[src/rtl/sha3_pad_sequencer.sv]
// Host-side sequencer for sha3_controller: feeds message bytes, appends pad10*1
// padding with the domain byte, and strobes start/valid/last_block one byte per two cycles.
module sha3_pad_sequencer #(
  parameter int          RATE_BYTES = 136,
  parameter logic [7:0]  DS_BYTE    = 8'h06
) (
  input  logic       clk,
  input  logic       rst,
  input  logic       msg_start,
  input  logic       msg_empty,
  input  logic       msg_valid,
  input  logic [7:0] msg_data,
  input  logic       msg_last,
  output logic       msg_ready,
  output logic       core_start,
  output logic       core_valid,
  output logic [7:0] core_data,
  output logic       core_last_block,
  input  logic       core_absorb_rdy,
  input  logic       core_result_rdy,
  output logic       seq_busy,
  output logic       seq_done
);

  localparam int              PW       = $clog2(RATE_BYTES);
  localparam logic [PW-1:0]   LAST_POS = PW'(RATE_BYTES - 1);

  typedef enum logic [1:0] {S_IDLE, S_FEED, S_PAD, S_WAIT} state_t;

  state_t        state_q, state_d;
  logic [PW-1:0] pos_q, pos_d;
  logic          first_pad_q, first_pad_d;
  logic          core_start_q, core_start_d;
  logic          core_valid_q, core_valid_d;
  logic [7:0]    core_data_q, core_data_d;
  logic          core_last_q, core_last_d;
  logic          seq_done_q, seq_done_d;
  logic          can_issue;
  logic          at_end;

  function automatic logic [7:0] pad_byte(input logic first, input logic last_pos);
    logic [7:0] b;
    b = first ? DS_BYTE : 8'h00;
    if (last_pos) b = b | 8'h80;
    return b;
  endfunction

  function automatic logic [PW-1:0] next_pos(input logic [PW-1:0] p);
    return (p == LAST_POS) ? '0 : p + 1'b1;
  endfunction

  // A byte may only follow an idle strobe cycle so the controller can drop absorb_ready.
  assign can_issue = core_absorb_rdy & ~core_valid_q;
  assign at_end    = (pos_q == LAST_POS);
  assign msg_ready = (state_q == S_FEED) & can_issue;

  always_comb begin
    state_d      = state_q;
    pos_d        = pos_q;
    first_pad_d  = first_pad_q;
    core_start_d = 1'b0;
    core_valid_d = 1'b0;
    core_data_d  = core_data_q;
    core_last_d  = 1'b0;
    seq_done_d   = 1'b0;
    case (state_q)
      S_IDLE: begin
        if (msg_start) begin
          core_start_d = 1'b1;
          pos_d        = '0;
          if (msg_empty) begin
            state_d     = S_PAD;
            first_pad_d = 1'b1;
          end else begin
            state_d = S_FEED;
          end
        end
      end
      S_FEED: begin
        if (msg_valid && msg_ready) begin
          core_valid_d = 1'b1;
          core_data_d  = msg_data;
          pos_d        = next_pos(pos_q);
          if (msg_last) begin
            state_d     = S_PAD;
            first_pad_d = 1'b1;
          end
        end
      end
      S_PAD: begin
        if (can_issue) begin
          core_valid_d = 1'b1;
          core_data_d  = pad_byte(first_pad_q, at_end);
          core_last_d  = at_end;
          pos_d        = next_pos(pos_q);
          first_pad_d  = 1'b0;
          if (at_end) state_d = S_WAIT;
        end
      end
      S_WAIT: begin
        if (core_result_rdy) begin
          seq_done_d = 1'b1;
          state_d    = S_IDLE;
        end
      end
      default: state_d = S_IDLE;
    endcase
  end

  // Registered outputs; reset clears every output so an aborted message emits nothing more.
  always_ff @(posedge clk) begin
    if (rst) begin
      state_q      <= S_IDLE;
      pos_q        <= '0;
      first_pad_q  <= 1'b0;
      core_start_q <= 1'b0;
      core_valid_q <= 1'b0;
      core_data_q  <= 8'h00;
      core_last_q  <= 1'b0;
      seq_done_q   <= 1'b0;
    end else begin
      state_q      <= state_d;
      pos_q        <= pos_d;
      first_pad_q  <= first_pad_d;
      core_start_q <= core_start_d;
      core_valid_q <= core_valid_d;
      core_data_q  <= core_data_d;
      core_last_q  <= core_last_d;
      seq_done_q   <= seq_done_d;
    end
  end

  assign core_start      = core_start_q;
  assign core_valid      = core_valid_q;
  assign core_data       = core_data_q;
  assign core_last_block = core_last_q;
  assign seq_done        = seq_done_q;
  assign seq_busy        = (state_q != S_IDLE);

endmodule

[config.mk]
export PLATFORM = sky130hd
export DESIGN_NAME = sha3_pad_sequencer
export DESIGN_NICKNAME = d
export VERILOG_FILES = /design/src/rtl/sha3_pad_sequencer.sv
export SDC_FILE = /design/constraint.sdc
export NUM_CORES = 1
export LEC_CHECK = 0
export CORE_ASPECT_RATIO = 0.75
export CORE_MARGIN = 2
export CORE_UTILIZATION = 35
export CTS_BUF_LIST = sky130_fd_sc_hd__clkbuf_8
export DETAILED_ROUTE_END_ITERATION = 8
export PLACE_DENSITY = 0.58
export SYNTH_ARGS = -nofsm -noshare
export SYNTH_HDL_FRONTEND = slang
export SYNTH_SLANG_ARGS = --single-unit
[constraint.sdc]
create_clock -name clk -period 3.2 [get_ports clk]
set_input_delay 0.64 -clock clk [delete_from_list [all_inputs] [get_ports clk]]
set_output_delay 0.64 -clock clk [all_outputs]
set_load 0.005 [all_outputs]
==> results of run 1 <==
-- sequential cells by signal (all words and copies together) (netlist names) --
name	cells
first_pad_q	1
seq_done	1
core_data	8
core_last_block	1
core_valid	1
pos_q	8
core_start	1
state_q	2
-- critical path: stages --
cell             delay, ns
clkdlybuf4s50_1       0.48
and2b_1               0.18
and2_1                0.13
clkdlybuf4s50_1       0.49
-- power by group through the flow --
stage               logic (mW)  registers [mW]  clock network (mW)
floorplan                0.355           0.364                   0
global placement         0.474           0.365                   0
detailed placement       0.487           0.367                   0
CTS                      0.490           0.360               0.186
global route             0.546           0.365               0.194
finish                   0.486           0.359               0.179
-- metrics by stage --
stage	cell area (sq um)	hold WS (ns)	setup WS (ns)	total power [mW]	util
6_report	1560	0.455	0.641	1.02	0.473
5_1_grt	1560	0.466	0.580	1.11	0.473
4_1_cts	1560	0.458	0.638	1.04	0.473
3_5_place_dp	1510	0.448	0.644	0.854	0.460
3_3_place_gp	1510	0.440	0.665	0.839	0.460
2_1_floorplan	1200	0.444	1.43	0.719	-
-- logic make-up after synthesis --
| logic type | synth area share |
|---|---|
| compound gates | 0.195 |
| fa+ha+maj | 0.0731 |
| mux | 0.0251 |
| flops | 0.385 |
| simple gates | 0.275 |
| buf+inv | 0.0470 |
-- worst paths after layout --
kind              slack (ns)           end  depth (start not counted)       startpoint
setup reg to reg        1.11      pos_q[3]                          6       state_q[0]
hold / removal          0.46  core_data[3]                          2     core_data[3]
hold reg to reg         0.46  core_data[3]                          2     core_data[3]
setup / recovery        0.64     msg_ready                          4  core_absorb_rdy
-- final cells by class --
class / instances / area [sq um]
fill: 324 / 1730
multi-input combinational: 109 / 681
sequential: 23 / 460
timing repair buffer: 30 / 298
tap: 40 / 50.0
clock buffer: 3 / 41.3
inverter: 6 / 22.5
clock inverter: 1 / 3.75
-- cell usage in the layout, fill, tap and decap left out, drive strengths merged --
cell type / netlist / layout
a21oi: 19 / 19
buf: 4 / 1
ha: 7 / 7
and2: 3 / 3
nor2: 11 / 11
or4: 2 / 2
or3b: 1 / 1
and3: 3 / 3
nand2b: 1 / 1
nor3: 2 / 2
clkdlybuf4s50: 0 / 29
nand3: 6 / 6
and2b: 1 / 1
nor2b: 5 / 5
a211o: 1 / 1
clkbuf: 2 / 3
dfxtp: 23 / 23
or3: 4 / 4
or4b: 2 / 2
nand2: 17 / 17
o21ai: 11 / 11
o211ai: 1 / 1
nand4: 1 / 1
a31oi: 1 / 1
or2: 1 / 1
mux2i: 3 / 3
inv: 6 / 7
a211oi: 5 / 5
nand4bb: 1 / 1
-- layer usage --
layer  routed length (um)  part of all wire
met1                 1380              0.50
met4                   27            0.0098
met3                  120             0.043
met5                    0                 0
met2                 1230              0.44
==> out/qor.yml, run 1 <==
cts_buffers: 3
gr-usage-all-layers: 0.144
grt_busiest_layer: "met2"
placeableCoreArea_sq_um: 3290
cts_buffer_depth: 2
async_reset_ff_frac: 0
power_density_nw_per_um2: 658
first_pass_iters: 2
cts_tree: "done"
cp-start-kind: "input port"
cts_sinks: 23
clk_latency_ns: 0.26
ys_seq_area_frac: 0.385
htree_levels: 1
n_antenna_cell: 0
mappedNetlistArea_sq_um: 1200
drive_gt1_frac: 0.0872
post_cts_resized: 0
synth_area_per_cell_sq_um: 8.32
synthTopCellsByArea: "dfxtp_1 38%, ha_1 7.3%, a21oi_1 7.1%"
io_buffers: 29
clk_pin_slew_ns: 0.08
p_clk_frac: 0.175
intPower_uw: 629
ant_nets: 0
root_buffer: "clkbuf_8"
ir_drop_uv: 324
critical_path_arrival_ns: 1.92
critical_path_class: "in2out"
clock-skew-final_ns: 0.00516
synth_top_flop_cell: "dfxtp_1"
synth_top_area_cell: "dfxtp_1"
yosys-top-cells-count: "23 x dfxtp_1, 17 x a21oi_1, 17 x nand2_1"
seqPwrFrac: 0.351
fin_nets: 196
ioPinCount: 30
power_leakage_nw: 0.561
final-setup-viol-count: 0
synthCells: 144
num_rows: 18
grt_pass1_wl_um: 4260
die_area_sq_um: 3910
rsz0062_at_grt: "no"
combPwrFrac: 0.474
switching_share: 0.386
grt_pass1_vias: 934
slew-limit-headroom: 0.624
placed_cells: 208
synth.net_count: 167
grt_start_max_net_pins: 17
max_freq_mhz: 391
holdCritPathClass: "reg2reg"
wirelength_um: 2760
slew_violations: 0
cap_viol_max_count: 0
start_util: 0.364
dr_total_vias: 1085
post_cts_buffers: 0
fin_crit_sh: 0.800
tns_ns: 0
dp_hpwl_um: 2040
yosysMostFrequentCell: "dfxtp_1"
synth_edf_count: 0
synthDistinctLibCells: 34
p_sw_uw: 395
ctsHoldBuffers: 0
drt_first_iter_violations: 27
gr-total-overflow: 0
cp-end-kind: "primary output"
worst-path-max-fanout: 5
gp_congestion: 0.772
yosysWarnings: 0
run_status: "finished, final reports clean"
worstMarginPinSlew_ns: 0.563
met1_usage: 0.188
die_h_um: 54.7
hold_violations: 0
synth_top_area_share: 0.385
synth-seq-cells: 23
drc: 0
wire_per_inst_um: 13.0
syn_to_final_growth_pct: 30.0
vias_per_cell: 5.12
use_met2: 0.225
antenna_found_initial: 0
period_minus_slack_ns: 2.56
groute.layer.met3.usage: 0.0479
cp.required_ns: 2.56
instances_no_fill: 212
die_w_um: 71.5
No activity file was read; power rests on OpenSTA's default activity.
==> inputs of run 2 (changes only) <==
==> constraint.sdc (replaced) <==
create_clock -name clk -period 2.6 [get_ports clk]
set_input_delay 0.52 -clock clk [delete_from_list [all_inputs] [get_ports clk]]
set_output_delay 0.52 -clock clk [all_outputs]
set_load 0.005 [all_outputs]
==> run 2 against run 1 <==
Against the previous run:
- core utilization about the same
- register-to-register slack got worse by 0.61 ns
- wire length up 0.43%
- worst hold slack worse by 0.00074 ns
- non-clock buffer count is the same
- critical endpoint unchanged
- largest power group unchanged
- highest routed layer unchanged
==> out/qor.yml, run 2 (same netlist as run 1, synthesis figures left out) <==
run_status: "finished, final reports clean"
die_h_um: 54.7
cts_tree: "done"
ir_drop_uv: 362
power_leakage_nw: 0.559
rsz0062_at_grt: "no"
gp_congestion: 0.731
syn_to_final_growth_pct: 30.1
multi_input_area_sq_um: 681
worstMarginPinSlew_ns: 0.562
final-setup-viol-count: 0
post_cts_buffers: 0
antenna_found_initial: 0
place_worst_setup_slack_ns: 0.265
io_buffers: 29
hold_ws_ns: 0.455
ioPinCount: 30
fin_crit_sh: 0.894
slew_violations: 0
gr-total-overflow: 0
drt_first_iter_violations: 47
clk_pin_slew_ns: 0.08
tns_ns: 0
layout_common_cells: "29 x clkdlybuf4s50_1, 23 x dfxtp_1, 17 x a21oi_1, 17 x nand2_1, 11 x nor2_1"
drive_gt1_frac: 0.0930
root_buffer: "clkbuf_8"
die_area_sq_um: 3910
wire_per_inst_um: 13.1
placeableCoreArea_sq_um: 3290
hp-start: "core_data[3]"
worst-path-max-fanout: 5
fin_nets: 196
hold_depth: 2
nFillCells: 304
dr_total_vias: 1095
drc: 0
r2r_setup_slack_ns: 0.50
grt_pass1_vias: 988
cp.required_ns: 2.08
num_rows: 18
n_antenna_cell: 0
final_common_cell: "clkdlybuf4s50_1"
cp-end-kind: "primary output"
gr-usage-all-layers: 0.149
period_minus_slack_ns: 2.33
fin_ws_ns: 0.275
max_freq_mhz: 430
ctsHoldBuffers: 0
power_density_nw_per_um2: 815
start_util: 0.364
crit_start: "core_absorb_rdy"
grt_start_max_net_pins: 17
reg2reg_from: "state_q[0]"
wirelength_um: 2770
cp-start-kind: "input port"
cts_sinks: 23
ant_nets: 0
hold_violations: 0
r2r_cells: 6
cts_buffer_depth: 2
ff_latch_area_sq_um: 460
die_w_um: 71.5
slew-limit-headroom: 0.625
critical_path_arrival_ns: 1.81
cts_buffers: 3
first_pass_iters: 4
dp_hpwl_um: 2100
post_cts_resized: 0
critical_path_class: "in2out"
vias_per_cell: 5.17
holdCritPathClass: "reg2reg"
clk_latency_ns: 0.27
grt_pass1_wl_um: 4400
clock-skew-final_ns: 0.00962
cap_viol_max_count: 0
htree_levels: 1
[run 2: changes by cell type in the layout (fill, tap and decap cells not counted)]
cell / previous run / this run
clkinv_2: 0 / 1
inv_1: 6 / 5
[run 2: final cells by class]
| cell class | count | area share |
|---|---|---|
| clock inverter | 1 | 0.00321 |
| timing repair buffer | 30 | 0.191 |
| clock buffer | 3 | 0.0265 |
| inverter | 6 | 0.0145 |
| sequential | 23 | 0.296 |
| multi-input combinational | 109 | 0.437 |
| tap | 40 | 0.0321 |
[run 2: critical path, cell delays in order]
cell and delay [ns]:
clkdlybuf4s50_1 0.47, and2b_1 0.18, and2_1 0.14, clkdlybuf4s50_1 0.49
[run 2: stage by stage]
stage               instances  instance area, sq um   util  power (mW)
floorplan                 144                  1200      -       0.885
global placement          208                  1510  0.460        1.03
detailed placement        208                  1510  0.460        1.05
CTS                       212                  1560  0.474        1.28
global route              212                  1560  0.474        1.38
finish                    212                  1560  0.474        1.27
[run 2: path summary, 6_finish.rpt]
kind / to
min reg2reg: core_data[3]
max reg2reg: pos_q[4]
max: msg_ready
min: core_data[3]
[run 2: report_power, final]
group / total [mW] / switching [mW] / internal (mW) / leakage [nW]
registers: 0.445 / 0.0388 / 0.406 / 0.187
logic: 0.603 / 0.340 / 0.263 / 0.347
clock network: 0.221 / 0.114 / 0.107 / 0.0255
[run 2: per-layer routing]
metal	wire, um	GRT usage	vias up	share of wire
li1	-	-	560	-
met1	1360	0.193	503	0.49
met2	1230	0.228	23	0.44
met3	134	0.0497	9	0.048
met4	50	0.0660	0	0.018
met5	0	0	-	0
